File: src/rtl/fp_rnd_pipe.sv
// rtl/fp_rnd_pipe.sv - pipelined IEEE-754 round and pack stage
//
// Purpose: rounds an unrounded sign/exponent/significand with guard, round
// and sticky bits from an upstream arithmetic unit, resolves special cases
// and packs the result with exception flags. Two-stage valid/ready pipeline
// with backpressure, flush and an opaque pass-through tag.
//
// Parameters: EXP_W exponent field width, MAN_W stored fraction width,
//             TAG_W tag width.
// Ports:
//   clock, reset            single clock, synchronous active-high reset
//   flush                   drops every in-flight operation
//   in_valid / in_ready     input handshake
//   in_sig, in_expo, in_mant, in_grs, in_rm    operand and rounding mode
//   in_snan, in_qnan, in_dbz, in_infs, in_zero, in_diff   classification
//   in_tag                  returned unchanged with the result
//   out_valid / out_ready   output handshake
//   out_result, out_flags ({NV,DZ,OF,UF,NX}), out_tag
//
// Build option: FP_RND_SUBNORM_EN defined produces subnormal results;
// undefined flushes tiny non-zero results to a signed zero.

module fp_rnd_pipe #(
   parameter int EXP_W = 8,
   parameter int MAN_W = 23,
   parameter int TAG_W = 4
) (
   input  logic                     clock,
   input  logic                     reset,
   input  logic                     flush,
   input  logic                     in_valid,
   output logic                     in_ready,
   input  logic                     in_sig,
   input  logic [EXP_W+1:0]         in_expo,
   input  logic [MAN_W+1:0]         in_mant,
   input  logic [2:0]               in_grs,
   input  logic [2:0]               in_rm,
   input  logic                     in_snan,
   input  logic                     in_qnan,
   input  logic                     in_dbz,
   input  logic                     in_infs,
   input  logic                     in_zero,
   input  logic                     in_diff,
   input  logic [TAG_W-1:0]         in_tag,
   output logic                     out_valid,
   input  logic                     out_ready,
   output logic [EXP_W+MAN_W:0]     out_result,
   output logic [4:0]               out_flags,
   output logic [TAG_W-1:0]         out_tag
);

   localparam int RES_W = EXP_W + MAN_W + 1;

   localparam logic [2:0] RM_RNE = 3'd0;
   localparam logic [2:0] RM_RTZ = 3'd1;
   localparam logic [2:0] RM_RDN = 3'd2;
   localparam logic [2:0] RM_RUP = 3'd3;
   localparam logic [2:0] RM_RMM = 3'd4;

   localparam logic [EXP_W-1:0] EXP_ONES  = '1;
   localparam logic [EXP_W-1:0] EXP_MAXF  = {{(EXP_W-1){1'b1}}, 1'b0};
   localparam logic [MAN_W-1:0] FRAC_ONES = '1;
   localparam logic [MAN_W-1:0] FRAC_ZERO = '0;
   localparam logic [MAN_W-1:0] FRAC_QNAN = {1'b1, {(MAN_W-1){1'b0}}};
   // 2^EXP_W - 1 in the widened two's complement exponent
   localparam logic [EXP_W+1:0] EXP_OVF   = {2'b00, EXP_ONES};
   localparam logic [EXP_W+1:0] EXP_ONE   = {{(EXP_W+1){1'b0}}, 1'b1};

   localparam logic [RES_W-1:0] CANON_NAN = {1'b0, EXP_ONES, FRAC_QNAN};

   // pipeline control
   logic s1_valid;
   logic s1_en;
   logic s2_en;

   assign s2_en    = ~out_valid | out_ready;
   assign s1_en    = ~s1_valid | s2_en;
   assign in_ready = s1_en;

   // ---------------------------------------------------------------
   // Stage 1: rounding increment and subnormal promotion
   // ---------------------------------------------------------------
   logic             inexact;
   logic             rndup;
   logic             s1n_sig;
   logic             s1n_badrm;
   logic [EXP_W+1:0] s1n_expo;
   logic [MAN_W+1:0] s1n_mant;

   always_comb begin
      inexact = |in_grs;
      case (in_rm)
         RM_RNE:  rndup = in_grs[2] & (in_mant[0] | in_grs[1] | in_grs[0]);
         RM_RTZ:  rndup = 1'b0;
         RM_RDN:  rndup = in_sig & inexact;
         RM_RUP:  rndup = ~in_sig & inexact;
         RM_RMM:  rndup = in_grs[2];
         default: rndup = 1'b0;
      endcase
      s1n_badrm = (in_rm > RM_RMM);
      s1n_mant  = in_mant + {{(MAN_W+1){1'b0}}, rndup};
      s1n_expo  = in_expo;
      // rounding a subnormal up into the hidden bit makes it the smallest normal
      if ((in_expo == '0) && s1n_mant[MAN_W]) begin
         s1n_expo = EXP_ONE;
      end
      // exact zero from opposite-signed addends: +0 except when rounding down
      s1n_sig = (in_zero & in_diff) ? (in_rm == RM_RDN) : in_sig;
   end

   logic             s1_sig;
   logic [EXP_W+1:0] s1_expo;
   logic [MAN_W+1:0] s1_mant;
   logic             s1_inexact;
   logic [2:0]       s1_rm;
   logic             s1_badrm;
   logic             s1_snan;
   logic             s1_qnan;
   logic             s1_dbz;
   logic             s1_infs;
   logic             s1_zero;
   logic [TAG_W-1:0] s1_tag;

   // stage 1 payload needs no reset; it is qualified by s1_valid
   always_ff @(posedge clock) begin
      if (s1_en && in_valid) begin
         s1_sig     <= s1n_sig;
         s1_expo    <= s1n_expo;
         s1_mant    <= s1n_mant;
         s1_inexact <= inexact;
         s1_rm      <= in_rm;
         s1_badrm   <= s1n_badrm;
         s1_snan    <= in_snan;
         s1_qnan    <= in_qnan;
         s1_dbz     <= in_dbz;
         s1_infs    <= in_infs;
         s1_zero    <= in_zero;
         s1_tag     <= in_tag;
      end
   end

   // ---------------------------------------------------------------
   // Stage 2: normalise, overflow/underflow, specials, pack
   // ---------------------------------------------------------------
   logic [MAN_W+1:0] n_mant;
   logic [EXP_W+1:0] n_expo;
   logic             ovf;
   logic             tiny;
   logic             to_inf;
   logic [RES_W-1:0] n_result;
   logic [4:0]       n_flags;

   always_comb begin
      n_mant = s1_mant;
      n_expo = s1_expo;
      if (s1_mant[MAN_W+1]) begin
         n_mant = s1_mant >> 1;
         n_expo = s1_expo + EXP_ONE;
      end

      // exponent is two's complement: sign bit set means below the normal range
      ovf    = ~n_expo[EXP_W+1] & (n_expo >= EXP_OVF);
      tiny   = n_expo[EXP_W+1] | (n_expo == '0);
      to_inf = (s1_rm == RM_RNE) | (s1_rm == RM_RMM) |
               ((s1_rm == RM_RDN) & s1_sig) | ((s1_rm == RM_RUP) & ~s1_sig);

      n_result = {s1_sig, n_expo[EXP_W-1:0], n_mant[MAN_W-1:0]};
      n_flags  = {4'b0000, s1_inexact};

      if (s1_snan | s1_badrm) begin
         n_result = CANON_NAN;
         n_flags  = 5'b10000;
      end else if (s1_qnan) begin
         n_result = CANON_NAN;
         n_flags  = 5'b00000;
      end else if (s1_dbz) begin
         n_result = {s1_sig, EXP_ONES, FRAC_ZERO};
         n_flags  = 5'b01000;
      end else if (s1_infs) begin
         n_result = {s1_sig, EXP_ONES, FRAC_ZERO};
         n_flags  = 5'b00000;
      end else if (s1_zero) begin
         n_result = {s1_sig, {(RES_W-1){1'b0}}};
         n_flags  = 5'b00000;
      end else if (ovf) begin
         n_result = to_inf ? {s1_sig, EXP_ONES, FRAC_ZERO}
                           : {s1_sig, EXP_MAXF, FRAC_ONES};
         n_flags  = 5'b00101;
      end else if (tiny) begin
         if (|n_mant[MAN_W:0]) begin
`ifdef FP_RND_SUBNORM_EN
            n_result = {s1_sig, {EXP_W{1'b0}}, n_mant[MAN_W-1:0]};
            n_flags  = {3'b000, s1_inexact, s1_inexact};
`else
            n_result = {s1_sig, {(RES_W-1){1'b0}}};
            n_flags  = 5'b00011;
`endif
         end else begin
            n_result = {s1_sig, {(RES_W-1){1'b0}}};
         end
      end
   end

   // ---------------------------------------------------------------
   // Valid bits and output register
   // ---------------------------------------------------------------
   always_ff @(posedge clock) begin
      if (reset) begin
         s1_valid   <= 1'b0;
         out_valid  <= 1'b0;
         out_result <= '0;
         out_flags  <= '0;
         out_tag    <= '0;
      end else if (flush) begin
         s1_valid  <= 1'b0;
         out_valid <= 1'b0;
      end else begin
         if (s1_en) begin
            s1_valid <= in_valid;
         end
         if (s2_en) begin
            out_valid <= s1_valid;
            if (s1_valid) begin
               out_result <= n_result;
               out_flags  <= n_flags;
               out_tag    <= s1_tag;
            end
         end
      end
   end

endmodule
File: config.mk
export PLATFORM = sky130hd
export DESIGN_NAME = fp_rnd_pipe
export DESIGN_NICKNAME = d
export VERILOG_FILES = /design/src/rtl/fp_rnd_pipe.sv
export SDC_FILE = /design/constraint.sdc
export NUM_CORES = 1
export LEC_CHECK = 0
export ABC_AREA = 1
export BUFFER_PORTS_ARGS = -buffer_cell sky130_fd_sc_hd__buf_2
export CAP_MARGIN = 20
export CORE_AREA = 2 2 124 126
export CTS_CLUSTER_DIAMETER = 120
export CTS_CLUSTER_SIZE = 24
export DETAILED_ROUTE_END_ITERATION = 6
export DIE_AREA = 0 0 126 128
export PLACE_DENSITY_LB_ADDON = 0.3
export SETUP_SLACK_MARGIN = 0.3
export SKIP_CTS_REPAIR_TIMING = 1
export SYNTH_ARGS = -nofsm -noshare
export SYNTH_HDL_FRONTEND = slang
export SYNTH_SLANG_ARGS = --single-unit
export TNS_END_PERCENT = 1
File: constraint.sdc
create_clock -name clock -period 4.1 [get_ports clock]
set_input_delay 0.615 -clock clock [delete_from_list [all_inputs] [get_ports clock]]
set_output_delay 0.615 -clock clock [all_outputs]
set_load 0.05 [all_outputs]
======== Word level (Yosys, flattened, before mapping) ========
Index checks and enable logic that the tools add are counted.
operators by class
  reduce and logical (&&, ||, !) cells .... 10
  mux-type cells .......................... 20
  magnitude comparators ................... 2
  bitwise operators ....................... 22
  eq/ne operators ......................... 6
  add/sub/neg operators ................... 2
operator list
  operator                                                             number
  two-way mux 31 bit                                                   5
  two-way mux 32 bit                                                   2
  two-way mux 24 bit                                                   2
  adder 25 x 1 -> 25 bit                                               1
  OR reduction 24 bit                                                  1
  zero test 10 bit                                                     2
  == test 3 x 2 -> 1 bit (second input constant)                       4
  adder 10 x 1 -> 10 bit (second input constant)                       1
  greater-or-equal comparator 10 x 8 -> 1 bit (second input constant)  1
  two-way mux 10 bit                                                   1
  two-way mux 3 bit                                                    3
  OR 1 bit                                                             9
  two-way mux 4 bit                                                    2
  bitwise AND 1 bit                                                    7
  == test 3 bit (second input constant)                                2
  zero test 3 bit                                                      2
  inverter 1 bit                                                       6
  two-way mux 5 bit                                                    1
  two-way mux 2 bit                                                    2
  case mux 1 bit (4 select lines)                                      1
  > comparator 3 bit (second input constant)                           1
  AND reduction 3 bit                                                  1
  OR reduction 3 bit                                                   1
  logical AND 1 bit                                                    2
  2 further kinds                                                      2
storage, ports and cells
  output and inout bits ................... 43
  register bits ........................... 93
  bits of input ports ..................... 57

======== Logic depth before layout (Yosys ltp) ========
  depth after elaboration ................. 11
  depth in mapped cells ................... 15
  depth with buffers taken out ............ 14

======== Least setup slack after synthesis ========
Ideal clock, no wire load.
  kind .................................... input -> register
  start ................................... in out_ready
  end ..................................... reg s1_badrm, enable pin
  arrival ................................. 2.168 ns
  path buffers ............................ 0
  cell stages on the path ................. 4
  path slack .............................. 1.528 ns
  cell sequence ........................... nor2_1 -> nand2_1 -> nand2_1 -> inv_1
between the ends
  word-level cells in the longest chain between the ends .. 3
ends and longest elaborated chain
  what                  line  source
  from (decl)           46    input logic out_ready,
  OR 1 bit              76    assign s2_en = ~out_valid | out_ready;
  OR 1 bit              77    assign s1_en = ~s1_valid | s2_en;
  via in_ready          32    output logic in_ready,
  logical AND 1 bit     126   if (s1_en && in_valid) begin
  to (signal assigned)  132   s1_badrm <= s1n_badrm;
  to (decl)             116   logic s1_badrm;
The timed path passes the listed nets, and every way through them passes these cells.
A chain may end at the register's enable or synchronous reset.

======== Worst setup path in the final report ========
  start ................................... in in_rm[0]
  end ..................................... reg s1_mant[24], data pin
between the ends
  word-level cells in the longest chain between the ends .. 3
  elaborated cells on any way between the ends .. 6
  those cells by class .................... add/sub: 1; eq/ne: 3; mux: 1; reduce/logical: 1
ends and longest elaborated chain
  what                                   line  source
  from (decl)                            37    input logic [2:0] in_rm,
  == test 3 bit (tied with other cells)  92    case (in_rm)
  case mux 1 bit (4 select lines) *      92
  adder 25 x 1 -> 25 bit *               101   s1n_mant = in_mant + {{(MAN_W+1){1'b0}}, rndup};
  via s1n_mant[24]                       88    logic [MAN_W+1:0] s1n_mant;
  to (signal assigned)                   129   s1_mant <= s1n_mant;
  to (decl)                              113   logic [MAN_W+1:0] s1_mant;
Mark *: on every way through the listed nets, which the timed path passes. The rest lies on a longest branch.

==> impl_metrics.csv <==
group,metric,value,unit
critical_path,path_cells,"buf_2, xor2_1, nand4_1, o21ai_0, ha_1, ha_1, nand2_1, nor2_1, nand3_1, nor2_1, nand3_1, nor2_1, nand3_1, nor3_1, xor2_1",
sta,period_needed,2670,ps
die,dieHeight,128,um
critical_path,critPathCaptureType,"register",
critical_path,cp.required,4190,ps
cts,clockBufferDepth,2,
yosys,synthesis.area,0.00463,mm2
sta,slew_headroom,58.3,%
sta,finClkSkew,6.48,ps
cts,htree_levels,3,
cts,numCtsBuffers,9,
yosys,synth_nets,634,
critical_path,critical-path-top-delay-family,"simple AND/OR/NAND/NOR gates",
status,status,"finished clean",
finish,fillers,1546,
sta,worst_slack,1430,ps
sta,slew_viol_final,0,
min_path,hold_class,"primary input to register",
critical_path,cpPeakStageDelay,260,ps
global_routing,use_met3,3.84,%
finish,num_antenna_cells,0,
die,rows,45,
power_and_ir_drop,design_power_total,2100,uW
critical_path,cp_max_fo,4,
routing,drtAntennaViolNets,0,
routing,finalWirelength,10.8,mm
yosys,post-synth-top-count-cell,"nand2_1",
global_routing,grt_util_met2,24.1,%
routing,num_vias,3952,
yosys,async_flop_share,0,%
routing,vias_per_cell,4.64,
global_routing,grt_overflow,0,
sta,worstMarginPinSlew,625,ps
die,start_util,31.1,%
cts,clk_latency,350,ps
die,die_width,126,um
routing,wl_per_cell,12.7,um
finish,register_area,0.00236,mm2
yosys,synthFlopType,"edfxtp_1",
critical_path,cp_num_buf_inv,1,
routing,drc,0,
finish,final_layout_size_suffix_gt1_share,20.5,%
placement,dp_slack,1040,ps
die,dieArea,0.0161,mm2
finish,nets,718,
sta,period_share,65.2,%
power_and_ir_drop,ir_drop,0.239,mV
critical_path,cpMaxStageDelayCell,"ha_1",
cts,ctsRootBufferMaster,"clkbuf_16",
critical_path,crit_type,"primary input to register",
yosys,synth_area_leaders,"edfxtp_1 32%, dfxtp_1 19%, nand2_1 14%, a21oi_1 4.7%, o21ai_0 4.5%",
global_routing,gr-max-usage-layer,"met2",
die,core-area,0.0149,mm2
sta,rsz0062_at_grt,"no",
sta,clock.fmax,0.374,GHz
yosys,synth.avg_cell_area,8.06,um2
global_routing,grt_max_degree,51,
flow_run,maxCapViolCount,0,
yosys,synth_edf_count,50,
global_routing,grt_first_pass_wirelength,17.5,mm
finish,final_cells,851,
global_routing,first_global_vias,3746,
cts,cts_sinks,93,
yosys,syn_inst,574,
sta,fin_tns_setup,0,ps
global_routing,antenna_found_initial,0,
routing,drt-initial-drc-count,238,
power_and_ir_drop,p_leak,0.00248,uW
yosys,synth_top_area_share,32.4,%
yosys,synth_warnings,0,
placement,dp_cells,834,
yosys,yosysSeqAreaShare,51.1,%
global_routing,met1_usage,16.1,%
cts,path_clk_slew,60,ps
routing,drt_first_pass_iters,4,
sta,hold_viol,0,
power_and_ir_drop,power_density,378,mW/mm2
placement,place.gp.congestion,0.882,
critical_path,worstSetupStartpointType,"primary input",
sta,setup_viol,0,
global_routing,grt_usage,13.8,%
finish,synthToLayoutAreaGrowth,19.9,%
placement,dp_hpwl,8.17,mm
placement,port_buffers,99,
yosys,synth_common_cells,"178 x nand2_1, 52 x inv_1, 50 x edfxtp_1, 43 x a21oi_1, 43 x dfxtp_1",
yosys,yosysTopAreaCell,"edfxtp_1",
die,pin_count,100,
finish,multi_input_area,0.00192,mm2
yosys,synth-seq-cells,93,
yosys,synth_cell_type_count,34,
critical_path,arrival,2760,ps
cts,cts_tree,"done",
## worst register-to-register path, delay by kind of cell (launching register included)
| kind | cells | cell delay [ps] |
|---|---|---|
| simple gates | 11 | 1680 |
| flops | 1 | 340 |
| buf+inv | 1 | 270 |
| compound gates | 1 | 120 |
## cell type report
| type | instances | area share (%) |
|---|---|---|
| Sequential cell | 93 | 42.6 |
| Clock inverter | 6 | 1.08 |
| Clock buffer | 10 | 4.31 |
| Timing Repair Buffer | 102 | 9.56 |
| Multi-Input combinational cell | 398 | 34.6 |
| Tap cell | 188 | 4.24 |
| Inverter | 54 | 3.65 |
## layout by cell type (no fill, tap or decap), drive strengths merged, types with 3 or more instances in the layout
master    n
a21oi    43
buf     102
clkbuf   10
clkinv    3
dfxtp    43
edfxtp   50
ha        3
inv      56
nand2   180
nand3    28
nand4     7
nor2     43
nor3     11
nor4      4
o21ai    43
or2       4
xnor2     7
xor2     17
## per-stage QoR
step	hold slack [ps]	util [%]	instance area, um2
3_5_place_dp	454	35.2	5230
4_1_cts	419	37.2	5530
2_1_floorplan	464	-	4630
6_report	437	37.3	5550
3_3_place_gp	454	35.2	5230
5_1_grt	416	37.3	5550
## power by group
group | internal [uW] | leakage (uW) | switching [uW]
clock network | 488 | 0.000153 | 358
registers | 1020 | 0.000836 | 17.8
logic | 70.4 | 0.00149 | 142
total | 1580 | 0.00248 | 518
## final timing paths
path | from | depth (start not counted) | to | slack [ps]
setup / recovery | in_rm[0] | 15 | s1_mant[24]$_DFFE_PP_ | 1430
hold reg to reg | out_flags[3]$_SDFFE_PP0P_ | 2 | out_flags[3]$_SDFFE_PP0P_ | 460
setup reg to reg | s1_mant[24]$_DFFE_PP_ | 13 | out_result[22]$_SDFFE_PP0P_ | 1620
hold / removal | in_snan | 1 | s1_snan$_DFFE_PP_ | 440
## sequential cells by signal, indices dropped and copies added (netlist names)
name / cells
s1_badrm: 1
s1_qnan: 1
out_tag: 4
s1_infs: 1
s1_mant: 25
s1_rm: 3
s1_inexact: 1
out_flags: 5
s1_dbz: 1
out_valid: 1
s1_valid: 1
s1_sig: 1
s1_expo: 10
s1_snan: 1
out_result: 32
s1_zero: 1
s1_tag: 4
## cell families (layout without fill, tap and decap cells)
family / count (synthesis) / in the layout / share of synthesized area [%]
fa+ha+maj: 3 / 3 / 0.811
xor+xnor: 24 / 24 / 4.71
compound gates: 91 / 91 / 10.4
flops: 93 / 93 / 51.1
buf+inv: 83 / 172 / 7.49
simple gates: 280 / 280 / 25.5
## metal layers
metal,wire (um),vias to the layer above,part of all wire (%)
met3,472,17,4.4
met1,4820,1814,44
met2,5340,82,49
li1,-,2039,-
met5,0,-,0
met4,199,0,1.8
Note: power is estimated with default switching activity, not from simulation.
